[src/rtl/ex_pkg.sv]
// ex_pkg: shared encodings for the execute stage.
//   - ALU operation codes (alu_op)
//   - multiply/divide operation codes (md_op)
//   - result_sel and st_fwd_sel encodings
//   - multiply/divide sequencer states
package ex_pkg;

  // ALU operation codes carried down the pipeline from decode
  typedef enum logic [3:0] {
    ALU_ADD  = 4'd0,
    ALU_ADDU = 4'd1,
    ALU_SUB  = 4'd2,
    ALU_SUBU = 4'd3,
    ALU_AND  = 4'd4,
    ALU_OR   = 4'd5,
    ALU_XOR  = 4'd6,
    ALU_NOR  = 4'd7,
    ALU_SLT  = 4'd8,
    ALU_SLTU = 4'd9,
    ALU_SLL  = 4'd10,
    ALU_SRL  = 4'd11,
    ALU_SRA  = 4'd12,
    ALU_LUI  = 4'd13
  } alu_op_e;

  // Multiply/divide unit operations
  typedef enum logic [2:0] {
    MD_NONE  = 3'd0,
    MD_MULT  = 3'd1,
    MD_MULTU = 3'd2,
    MD_DIV   = 3'd3,
    MD_DIVU  = 3'd4,
    MD_MTHI  = 3'd5,
    MD_MTLO  = 3'd6
  } md_op_e;

  // Source of ex_result; encoding 3 falls back to the ALU
  typedef enum logic [1:0] {
    RES_ALU = 2'd0,
    RES_HI  = 2'd1,
    RES_LO  = 2'd2
  } result_sel_e;

  // Source of the store data; encoding 3 also selects rt
  typedef enum logic [1:0] {
    ST_RT     = 2'd0,
    ST_MEM    = 2'd1,
    ST_WB     = 2'd2,
    ST_RT_ALT = 2'd3
  } st_fwd_sel_e;

  // Multiply/divide sequencer states
  typedef enum logic [1:0] {
    S_IDLE = 2'd0,
    S_MUL  = 2'd1,
    S_DIV  = 2'd2,
    S_DONE = 2'd3
  } md_state_e;

endpackage

[src/rtl/md_unit.sv]
// md_unit: iterative multiply/divide unit owning the architectural HI/LO.
//   clk, rst        : clock, synchronous active-high reset
//   exValid, exFlush: EX holds a real instruction / kill it this cycle
//   mdOp            : md_op code of the EX instruction
//   opA, opB        : rs_or_pc4 / rt_or_zero operands
//   hi, lo          : architectural HI/LO registers
//   stall           : hold the front of the pipeline
// Multiplies take MUL_CYCLES busy cycles after the start cycle; divides use a
// restoring radix-2 loop on operand magnitudes, one quotient bit per cycle.
module md_unit
  import ex_pkg::*;
#(
  parameter int XLEN       = 32,
  parameter int MUL_CYCLES = 4
) (
  input  logic            clk,
  input  logic            rst,
  input  logic            exValid,
  input  logic            exFlush,
  input  logic [2:0]      mdOp,
  input  logic [XLEN-1:0] opA,
  input  logic [XLEN-1:0] opB,
  output logic [XLEN-1:0] hi,
  output logic [XLEN-1:0] lo,
  output logic            stall
);

  // Wide enough for both XLEN-1 and MUL_CYCLES-1
  localparam int CNT_W = (($clog2(MUL_CYCLES) > $clog2(XLEN)) ?
                          $clog2(MUL_CYCLES) : $clog2(XLEN)) + 1;

  md_state_e         state, stateNext;
  logic [CNT_W-1:0]  count;
  logic              isDivOp, isMulDivOp, isSignedOp, start, mtWrite;
  logic              latchDiv, latchSigned, negQuot, negRem;
  logic [XLEN-1:0]   latchA, latchB, absA, absB;
  logic [XLEN-1:0]   divRem, divQuot, divisor, divTrial;
  logic [XLEN:0]     divShift;
  logic              divFits;
  logic [2*XLEN-1:0] extA, extB, product;
  logic [XLEN-1:0]   quotFinal, remFinal;

  assign isDivOp    = (mdOp == MD_DIV) || (mdOp == MD_DIVU);
  assign isMulDivOp = isDivOp || (mdOp == MD_MULT) || (mdOp == MD_MULTU);
  assign isSignedOp = (mdOp == MD_MULT) || (mdOp == MD_DIV);
  assign start      = (state == S_IDLE) && exValid && !exFlush && isMulDivOp;
  assign mtWrite    = (state == S_IDLE) && exValid && !exFlush &&
                      ((mdOp == MD_MTHI) || (mdOp == MD_MTLO));

  // Magnitudes for the divider; MIN maps onto itself, which is correct unsigned
  assign absA = (isSignedOp && opA[XLEN-1]) ? -opA : opA;
  assign absB = (isSignedOp && opB[XLEN-1]) ? -opB : opB;

  // Full product from the latched operands; the busy cycles model its latency
  assign extA    = latchSigned ? {{XLEN{latchA[XLEN-1]}}, latchA} : {{XLEN{1'b0}}, latchA};
  assign extB    = latchSigned ? {{XLEN{latchB[XLEN-1]}}, latchB} : {{XLEN{1'b0}}, latchB};
  assign product = extA * extB;

  // One restoring step: shift in the next dividend bit and try to subtract
  assign divShift = {divRem, divQuot[XLEN-1]};
  assign divFits  = divShift >= {1'b0, divisor};
  assign divTrial = divShift[XLEN-1:0] - divisor;

  // Sign fix-up; a zero divisor forces the all-ones quotient
  assign quotFinal = (divisor == '0) ? '1 : (negQuot ? -divQuot : divQuot);
  assign remFinal  = negRem ? -divRem : divRem;

  // State register
  always_ff @(posedge clk) begin
    if (rst) begin
      state <= S_IDLE;
    end else begin
      state <= stateNext;
    end
  end

  // Next-state and stall; the start cycle stalls before the state changes
  always_comb begin
    stateNext = state;
    stall     = 1'b0;
    case (state)
      S_IDLE: begin
        if (start) begin
          stall     = 1'b1;
          stateNext = isDivOp ? S_DIV : S_MUL;
        end
      end
      S_MUL, S_DIV: begin
        stall = 1'b1;
        if (count == '0) begin
          stateNext = S_DONE;
        end
      end
      S_DONE:  stateNext = S_IDLE;
      default: stateNext = S_IDLE;
    endcase
    if (exFlush) begin
      stateNext = S_IDLE;
    end
  end

  // Counter, operand latches and divider iteration
  always_ff @(posedge clk) begin
    if (rst || exFlush) begin
      count <= '0;
    end else if (start) begin
      count       <= isDivOp ? CNT_W'(XLEN - 1) : CNT_W'(MUL_CYCLES - 1);
      latchA      <= opA;
      latchB      <= opB;
      latchDiv    <= isDivOp;
      latchSigned <= isSignedOp;
      negQuot     <= isSignedOp && (opA[XLEN-1] ^ opB[XLEN-1]);
      negRem      <= isSignedOp && opA[XLEN-1];
      divRem      <= '0;
      divQuot     <= absA;
      divisor     <= absB;
    end else if (state == S_MUL) begin
      count <= count - CNT_W'(1);
    end else if (state == S_DIV) begin
      count   <= count - CNT_W'(1);
      divRem  <= divFits ? divTrial : divShift[XLEN-1:0];
      divQuot <= {divQuot[XLEN-2:0], divFits};
    end
  end

  // HI/LO update: retire a finished MULT/DIV, or an MTHI/MTLO move
  always_ff @(posedge clk) begin
    if (rst) begin
      hi <= '0;
      lo <= '0;
    end else if (!exFlush) begin
      if (state == S_DONE) begin
        if (latchDiv) begin
          hi <= remFinal;
          lo <= quotFinal;
        end else begin
          hi <= product[2*XLEN-1:XLEN];
          lo <= product[XLEN-1:0];
        end
      end else if (mtWrite) begin
        if (mdOp == MD_MTHI) begin
          hi <= opA;
        end else begin
          lo <= opA;
        end
      end
    end
  end

endmodule

[src/rtl/ex_stage_md.sv]
// ex_stage_md: execute stage with a combinational ALU and an iterative
// multiply/divide unit.
//   clk, rst               : clock, synchronous active-high reset
//   ex_valid, ex_flush     : real instruction in EX / kill it
//   alu_op, md_op          : operation codes (ex_pkg)
//   result_sel             : ALU, HI or LO onto ex_result
//   a_use_shamt, b_use_imm : ALU operand selects
//   immediate, rs_or_pc4, rt_or_zero : operand sources
//   st_fwd_sel, mem_data, wb_data    : store-data forwarding
//   ex_result, ex_store_data, ex_overflow : combinational results
//   ex_stall               : hold PC/IF/ID/ID-EX during a MULT/DIV
//   hi, lo                 : current HI/LO
module ex_stage_md
  import ex_pkg::*;
#(
  parameter int XLEN       = 32,
  parameter int MUL_CYCLES = 4
) (
  input  logic            clk,
  input  logic            rst,
  input  logic            ex_valid,
  input  logic            ex_flush,
  input  logic [3:0]      alu_op,
  input  logic [2:0]      md_op,
  input  logic [1:0]      result_sel,
  input  logic            a_use_shamt,
  input  logic            b_use_imm,
  input  logic [XLEN-1:0] immediate,
  input  logic [XLEN-1:0] rs_or_pc4,
  input  logic [XLEN-1:0] rt_or_zero,
  input  logic [1:0]      st_fwd_sel,
  input  logic [XLEN-1:0] mem_data,
  input  logic [XLEN-1:0] wb_data,
  output logic [XLEN-1:0] ex_result,
  output logic [XLEN-1:0] ex_store_data,
  output logic            ex_overflow,
  output logic            ex_stall,
  output logic [XLEN-1:0] hi,
  output logic [XLEN-1:0] lo
);

  localparam int SHAMT_W = $clog2(XLEN);

  logic [XLEN-1:0]    aluA, aluB, aluSum, aluDiff, aluResult;
  logic [SHAMT_W-1:0] shamt;
  logic               addOvf, subOvf;

  // The shamt field sits just above the 6-bit function field of the immediate
  assign aluA    = a_use_shamt ? {{(XLEN-SHAMT_W){1'b0}}, immediate[SHAMT_W+5:6]} : rs_or_pc4;
  assign aluB    = b_use_imm ? immediate : rt_or_zero;
  assign shamt   = aluA[SHAMT_W-1:0];
  assign aluSum  = aluA + aluB;
  assign aluDiff = aluA - aluB;

  // Signed overflow: operand signs agree (ADD) or differ (SUB) and the result flips
  assign addOvf = (aluA[XLEN-1] == aluB[XLEN-1]) && (aluSum[XLEN-1]  != aluA[XLEN-1]);
  assign subOvf = (aluA[XLEN-1] != aluB[XLEN-1]) && (aluDiff[XLEN-1] != aluA[XLEN-1]);

  assign ex_overflow = ex_valid && (((alu_op == ALU_ADD) && addOvf) ||
                                    ((alu_op == ALU_SUB) && subOvf));

  // ALU operation select; shifts move B by the amount in A
  always_comb begin
    aluResult = '0;
    case (alu_op_e'(alu_op))
      ALU_ADD, ALU_ADDU: aluResult = aluSum;
      ALU_SUB, ALU_SUBU: aluResult = aluDiff;
      ALU_AND:           aluResult = aluA & aluB;
      ALU_OR:            aluResult = aluA | aluB;
      ALU_XOR:           aluResult = aluA ^ aluB;
      ALU_NOR:           aluResult = ~(aluA | aluB);
      ALU_SLT:           aluResult = {{(XLEN-1){1'b0}}, ($signed(aluA) < $signed(aluB))};
      ALU_SLTU:          aluResult = {{(XLEN-1){1'b0}}, (aluA < aluB)};
      ALU_SLL:           aluResult = aluB << shamt;
      ALU_SRL:           aluResult = aluB >> shamt;
      ALU_SRA:           aluResult = $signed(aluB) >>> shamt;
      ALU_LUI:           aluResult = aluB << (XLEN / 2);
      default:           aluResult = '0;
    endcase
  end

  // Result select: HI/LO reads see the registered values
  always_comb begin
    ex_result = aluResult;
    case (result_sel)
      RES_HI:  ex_result = hi;
      RES_LO:  ex_result = lo;
      default: ex_result = aluResult;
    endcase
  end

  // Store data forwarding from MEM or WB
  always_comb begin
    ex_store_data = rt_or_zero;
    case (st_fwd_sel)
      ST_MEM:  ex_store_data = mem_data;
      ST_WB:   ex_store_data = wb_data;
      default: ex_store_data = rt_or_zero;
    endcase
  end

  md_unit #(
    .XLEN       (XLEN),
    .MUL_CYCLES (MUL_CYCLES)
  ) mdUnit (
    .clk     (clk),
    .rst     (rst),
    .exValid (ex_valid),
    .exFlush (ex_flush),
    .mdOp    (md_op),
    .opA     (rs_or_pc4),
    .opB     (rt_or_zero),
    .hi      (hi),
    .lo      (lo),
    .stall   (ex_stall)
  );

endmodule
[config.mk]
export PLATFORM = sky130hd
export DESIGN_NAME = ex_stage_md
export DESIGN_NICKNAME = d
export VERILOG_FILES = /design/src/rtl/ex_pkg.sv /design/src/rtl/md_unit.sv /design/src/rtl/ex_stage_md.sv
export SDC_FILE = /design/constraint.sdc
export NUM_CORES = 2
export LEC_CHECK = 0
export CORE_ASPECT_RATIO = 0.7
export CORE_MARGIN = 2
export CORE_UTILIZATION = 50
export DETAILED_ROUTE_END_ITERATION = 6
export PLACE_DENSITY = 0.81
export RECOVER_POWER = 50
export SLEW_MARGIN = 20
export SYNTH_ARGS = -nofsm -noshare
export SYNTH_HDL_FRONTEND = slang
export SYNTH_SLANG_ARGS = --single-unit
[constraint.sdc]
create_clock -name clk -period 8.55 [get_ports clk]
set_input_delay 0.855 -clock clk [delete_from_list [all_inputs] [get_ports clk]]
set_output_delay 0.855 -clock clk [all_outputs]
set_load 0.03 [all_outputs]
== Word-level counts from Yosys, hierarchy flattened ==
Index checks and enable logic that the tools add are counted.
Cells by class
  $add $sub $neg: 8
  multipliers: 1
  divide/modulo/power cells: 0
  $lt $le $gt $ge: 3
  eq/ne operators: 34
  shift operators: 3
  mux-type cells: 36
  bitwise logic cells: 7
  reduce and logical (&&, ||, !) cells: 37
Operators by type and width (count)
  $mux 32: 21
  $pmux 32 s12: 1
  $mux 64: 2
  $neg 32->32: 4
  $pmux 32 s2: 2
  $lt 32x32->1: 2
  $mul 64x64->64: 1
  $sub 32x32->32: 2
  $ge 33x32->1: 1
  $add 32x32->32: 1
  $and 32x32->32: 1
  $logic_not 32->1: 1
  $not 32->32: 1
  $or 32x32->32: 1
  $shl 32x5->32: 1
  $shr 32x5->32: 1
  $sshr 32x5->32: 1
  $xor 32x32->32: 1
  $eq 4x4->1 const B: 6
  $mux 6: 3
  $eq 4x3->1 const B: 4
  $logic_and 1x1->1: 12
  $eq 3x3->1 const B: 3
  $reduce_and 3->1: 3
  other kinds (27): 53
Word-level totals
  register bits: 236
  latch bits: 0
  bits in writable memories: 0
  ROM bits: 0
  input bits: 177
  word-level logic and storage cells: 142
  memories kept: 0

== Longest topological paths before layout ==
  word-level depth: 7
  depth in mapped cells: 36
  depth with buffers taken out: 33

== Hierarchy ==
Synthesis repeated with hierarchy kept, for this count alone.
Unflattened totals
  cells, all modules: 8187
  area total of the unflattened synthesis: 72309.4 µm²
Modules (own cells, without submodules)
  md_unit: times used 1, cells an instance 6505, area each 61441.4 µm², seq. area each 6336.1 µm²
  ex_stage_md: times used 1, cells an instance 1682, area each 10867.9 µm², seq. area each 0.0 µm²

== Least setup slack after synthesis ==
No wires, ideal clock.
  kind: register -> register
  from: reg mdUnit.latchA[31]
  to: reg mdUnit.hi[29]
  library setup time: 0.103 ns
  arrival: 8.957 ns
  required time: 8.447 ns
  setup slack: -0.511 ns
  cell stages (with the launch flop): 31
  buffers on the path: 2
  period minus slack after synthesis: 9.061 ns
  cell sequence: edfxtp_1 and2_1 clkbuf_1 clkbuf_1 nand2_1 fa_1 inv_1 fa_1 fa_1 inv_1 fa_1 inv_1 fa_1 fa_1 fa_1 fa_1 fa_1 inv_1 fa_1 inv_1 ha_1 a21o_1 o21bai_1 and2_1 o21a_1 o21ai_0 nand2b_1 a21oi_1 o41ai_2 xnor2_1 a2111oi_2
Between the ends
  longest elaborated chain between the ends: 4
RTL lines
  start: declaration: line md_unit.sv:36  | logic [XLEN-1:0] latchA, latchB, absA, absB;
  start signal: assignment: line md_unit.sv:108  | latchA <= opA;
  $mux 64: line md_unit.sv:55  | assign extA = latchSigned ? {{XLEN{latchA[XLEN-1]}}, latchA} : {{XLEN{1'b0}}, latchA};
  $mul 64x64->64: line md_unit.sv:57  | assign product = extA * extB;
  $mux 32: line md_unit.sv:133  | if (latchDiv) begin
  $mux 32: line md_unit.sv:132  | if (state == S_DONE) begin
  end signal: assignment: line md_unit.sv:134  | hi <= remFinal;
  end signal: assignment: line md_unit.sv:137  | hi <= product[2*XLEN-1:XLEN];
  end signal: assignment: line md_unit.sv:142  | hi <= opA;
  end: declaration: line md_unit.sv:23  | output logic [XLEN-1:0] hi,
Every way passes these cells.
A chain may end at the register's enable or synchronous reset.

== Worst setup path after layout ==
  from: reg mdUnit.latchA[13]
  to: reg mdUnit.hi[23]
The elaborated chain is that of the path after synthesis.

==> results_dict.tcl <==
set metrics [dict create \
    status "complete, but fails checks" \
    failed_checks "capacitance limit, slew limit, setup timing" \
    pin_count 307 \
    synth_fp_nets 10175 \
    grt_pass1_vias 65969 \
    grt-ovfl-total 0 \
    nFillCells 11916 \
    clockBufferDepth 3 \
    io_buffers 306 \
    crit_fanout 16 \
    max_freq_ghz 0.112 \
    dr.pass1.iters 7 \
    rsz0062_at_grt "true" \
    clk_latency_ns 0.58 \
    ys.flop_type "edfxtp_1" \
    cts_tree "built" \
    drc_errors 0 \
    path_class "reg2reg" \
    yosys_warnings 0 \
    synth_top_cell_by_area "fa_1" \
    dieArea_um2 146000 \
    drv_cap 2 \
    grt_pass1_wl_mm 440 \
    drive_above_1_share 0.127 \
    tightest_slew_ns 2.95 \
    rows 116 \
    hold_path.class "reg2reg" \
    fp.dieW_um 456 \
    r2r-start "mdUnit.latchA[13]" \
    fin_crit_sh 1.04 \
    synth_most_common_cell "inv_1" \
    min_period_ns 8.89 \
    ant_nets 0 \
    grtUsageMet3 0.186 \
    cp_slowest_cell "fa_1" \
    worstRegToRegCells 29 \
    post_drt_via_cell_ratio 6.01 \
    setup_violations 26 \
    critPathMaxStageDelay_ns 0.55 \
    nets 10833 \
    worstHoldStart "mdUnit.lo[7]" \
    cts_inserted_buffers 27 \
    htreeDepth 1 \
    final-max-slew-violation-count 75 \
    muxShareOfSynthArea 0.0231 \
    cp_common_cell "fa_1" \
    synthSimpleGateAreaFrac 0.148 \
    cts_root_buffer "clkbuf_16" \
    design.core.area_um2 142000 \
    cp-start-kind "flop" \
    setup_tns_ns -3.61 \
    die_h_um 320 \
    drt_wl_total_mm 297 \
    min_path_cells 2 \
    grtUsageTotal 0.409 \
    place.gp.congestion 1.10 \
    yosysUniqueCellTypes 97 \
    critPathRequiredTime_ns 9.00 \
    synth_area_um2 71500 \
    area_delta_synth_final_pct 18.0 \
    post_drt_wl_per_cell_um 27.8 \
    min_to "mdUnit.lo[7]" \
    seq_area_frac_synth 0.0886 \
    hold_viol 0 \
    ys_top_cells_by_count "1651 x inv_1, 1422 x fa_1, 853 x nand2_1, 603 x and2_1, 451 x ha_1" \
    crit_start "mdUnit.latchA[13]" \
    synth-compound-area-share 0.113 \
    synth_top_area_share 0.398 \
    setup.worst_path.end_class "flop" \
    synthCells 8125 \
    top_usage_layer "met1" \
    synth_top_family_by_area "adder cells" \
    syn-mean-instance-area_um2 8.80 \
    synth-seq-cells 235 \
    clk_pin_slew_ns 0.07 \
    synthAdderAreaFrac 0.478 \
    synth_xor_area_frac 0.0381 \
    met2_usage 0.544 \
    worstReg2RegEnd "mdUnit.hi[23]" \
    start_util 0.502 \
    synthArstFlopShare 0 \
    cts_sinks 235 \
    met1_usage 0.567 \
    finalWorstSetupSlack_ns -0.344 \
    ys_top_cells_by_area "fa_1 40%, inv_1 8.7%, ha_1 7.9%" \
    timing.slew.headroom -0.965 \
    drt_iter0_markers 8624 \
    r2r_slack_ns -0.34 \
    dp_hpwl_mm 248 \
    fin_skew_ns 0.0150 \
    antenna_found_initial 35 \
    grt_max_degree 71 \
    synth_edf_count 163 \
    vias 64444 \
    arrival_ns 9.34 \
]
sequential cells by signal, indices dropped and copies added (netlist names):
name                flops
mdUnit.latchDiv         1
mdUnit.divQuot         32
mdUnit.hi              32
mdUnit.divRem          32
mdUnit.negRem           1
mdUnit.latchB          31
mdUnit.negQuot          1
mdUnit.latchA          32
mdUnit.state            2
mdUnit.divisor         32
mdUnit.count            6
mdUnit.latchSigned      1
mdUnit.lo              32
critical path, delay by kind of cell, from the launching register on:
family	cells	cell delay (ns)
AOI/OAI and AO/OA	8	1.56
and+or+nand+nor	3	0.70
xor gates and xnor gates	1	0.12
DFF	1	0.53
adders and majority gates	11	5.15
buffers and inverters	6	0.66
cells by family after synthesis:
| logic type | after synthesis |
|---|---|
| and+or+nand+nor | 2197 |
| buffers and inverters | 2102 |
| adders and majority gates | 1877 |
| AOI/OAI and AO/OA | 1240 |
| xor gates and xnor gates | 311 |
| DFF | 235 |
| muxes | 163 |
layout make-up:
class                           instances  area [um^2]  area share
Clock inverter                          8         55.1    0.000652
Sequential cell                       235         6340      0.0751
Clock buffer                           40          766     0.00907
Timing Repair Buffer                 1075        10000       0.119
Tap cell                             1888         2360      0.0280
Inverter                             1655         6220      0.0737
Antenna cell                           27         67.6    0.000801
Multi-Input combinational cell       5789        58500       0.694
layout by cell type, fill, tap and decap left out, types with 33 or more instances in the layout:
master           synthesis  final
clkdlybuf4s50_1          0    172
nor2b_1                 45     43
a21oi_1                307    291
fa_1                  1422   1359
and3_1                  37     35
buf_6                    2     33
buf_4                    3    637
nand2b_1                39     37
dlygate4sd3_1            0    115
fa_2                     0     63
nand3_1                 59     54
o22ai_1                 44     44
nor2_1                 373    367
inv_1                 1651   1619
mux2i_1                149    145
a21o_1                  62     61
a22oi_1                 76     76
nor3_1                  66     59
and2_1                 603    597
xnor2_1                204    199
buf_12                   2     91
o31ai_1                 37     34
xor2_1                 107    106
dfxtp_1                 72     72
ha_1                   451    416
a211oi_1                51     48
edfxtp_1               163    163
o211ai_1                47     47
a31oi_1                 43     37
o21ai_0                300    271
nand2_1                853    840
per-stage QoR:
| step | cell area [um^2] | util | setup WS [ns] | hold WS (ns) | cells |
|---|---|---|---|---|---|
| after floorplan | 71600 | - | 0.0114 | 0.480 | 8125 |
| after global placement | 81700 | 0.574 | -0.336 | 0.504 | 10587 |
| after detailed placement | 81700 | 0.574 | -0.502 | 0.511 | 10587 |
| after CTS | 83800 | 0.588 | -0.235 | 0.532 | 10677 |
| after global routing | 84300 | 0.592 | -0.638 | 0.550 | 10698 |
| final | 84400 | 0.593 | -0.344 | 0.533 | 10717 |
metal layers:
metal | share of wire | up-vias | wire length [um]
met5 | 0.00043 | - | 128
met4 | 0.055 | 24 | 16300
met3 | 0.17 | 755 | 50900
met2 | 0.38 | 4938 | 114000
met1 | 0.39 | 31959 | 116000
li1 | - | 26768 | -
how the worst max path moves through the flow:
stage | to | slack [ns] | cells past startpoint
floorplan | mdUnit.hi[29] | 0.01 | 31
finish | mdUnit.hi[23] | -0.34 | 29
detailed placement | mdUnit.hi[28] | -0.50 | 28
global route | mdUnit.hi[29] | -0.64 | 32
CTS | mdUnit.hi[29] | -0.24 | 29
global placement | mdUnit.hi[16] | -0.34 | 31
repair_timing:
item / 4_1_cts / 5_1_grt
pin swaps: 124 / 69
cloned: 2 / 0
hold buffers: 0 / 0
endpoints found under the setup margin: 36 / 41
buffers inserted: 43 / 13
gates resized for setup: 199 / 133
Power is left out: the tool's default activity adds up to more than one toggle a clock period on the data nets, which glitch-free logic cannot reach.
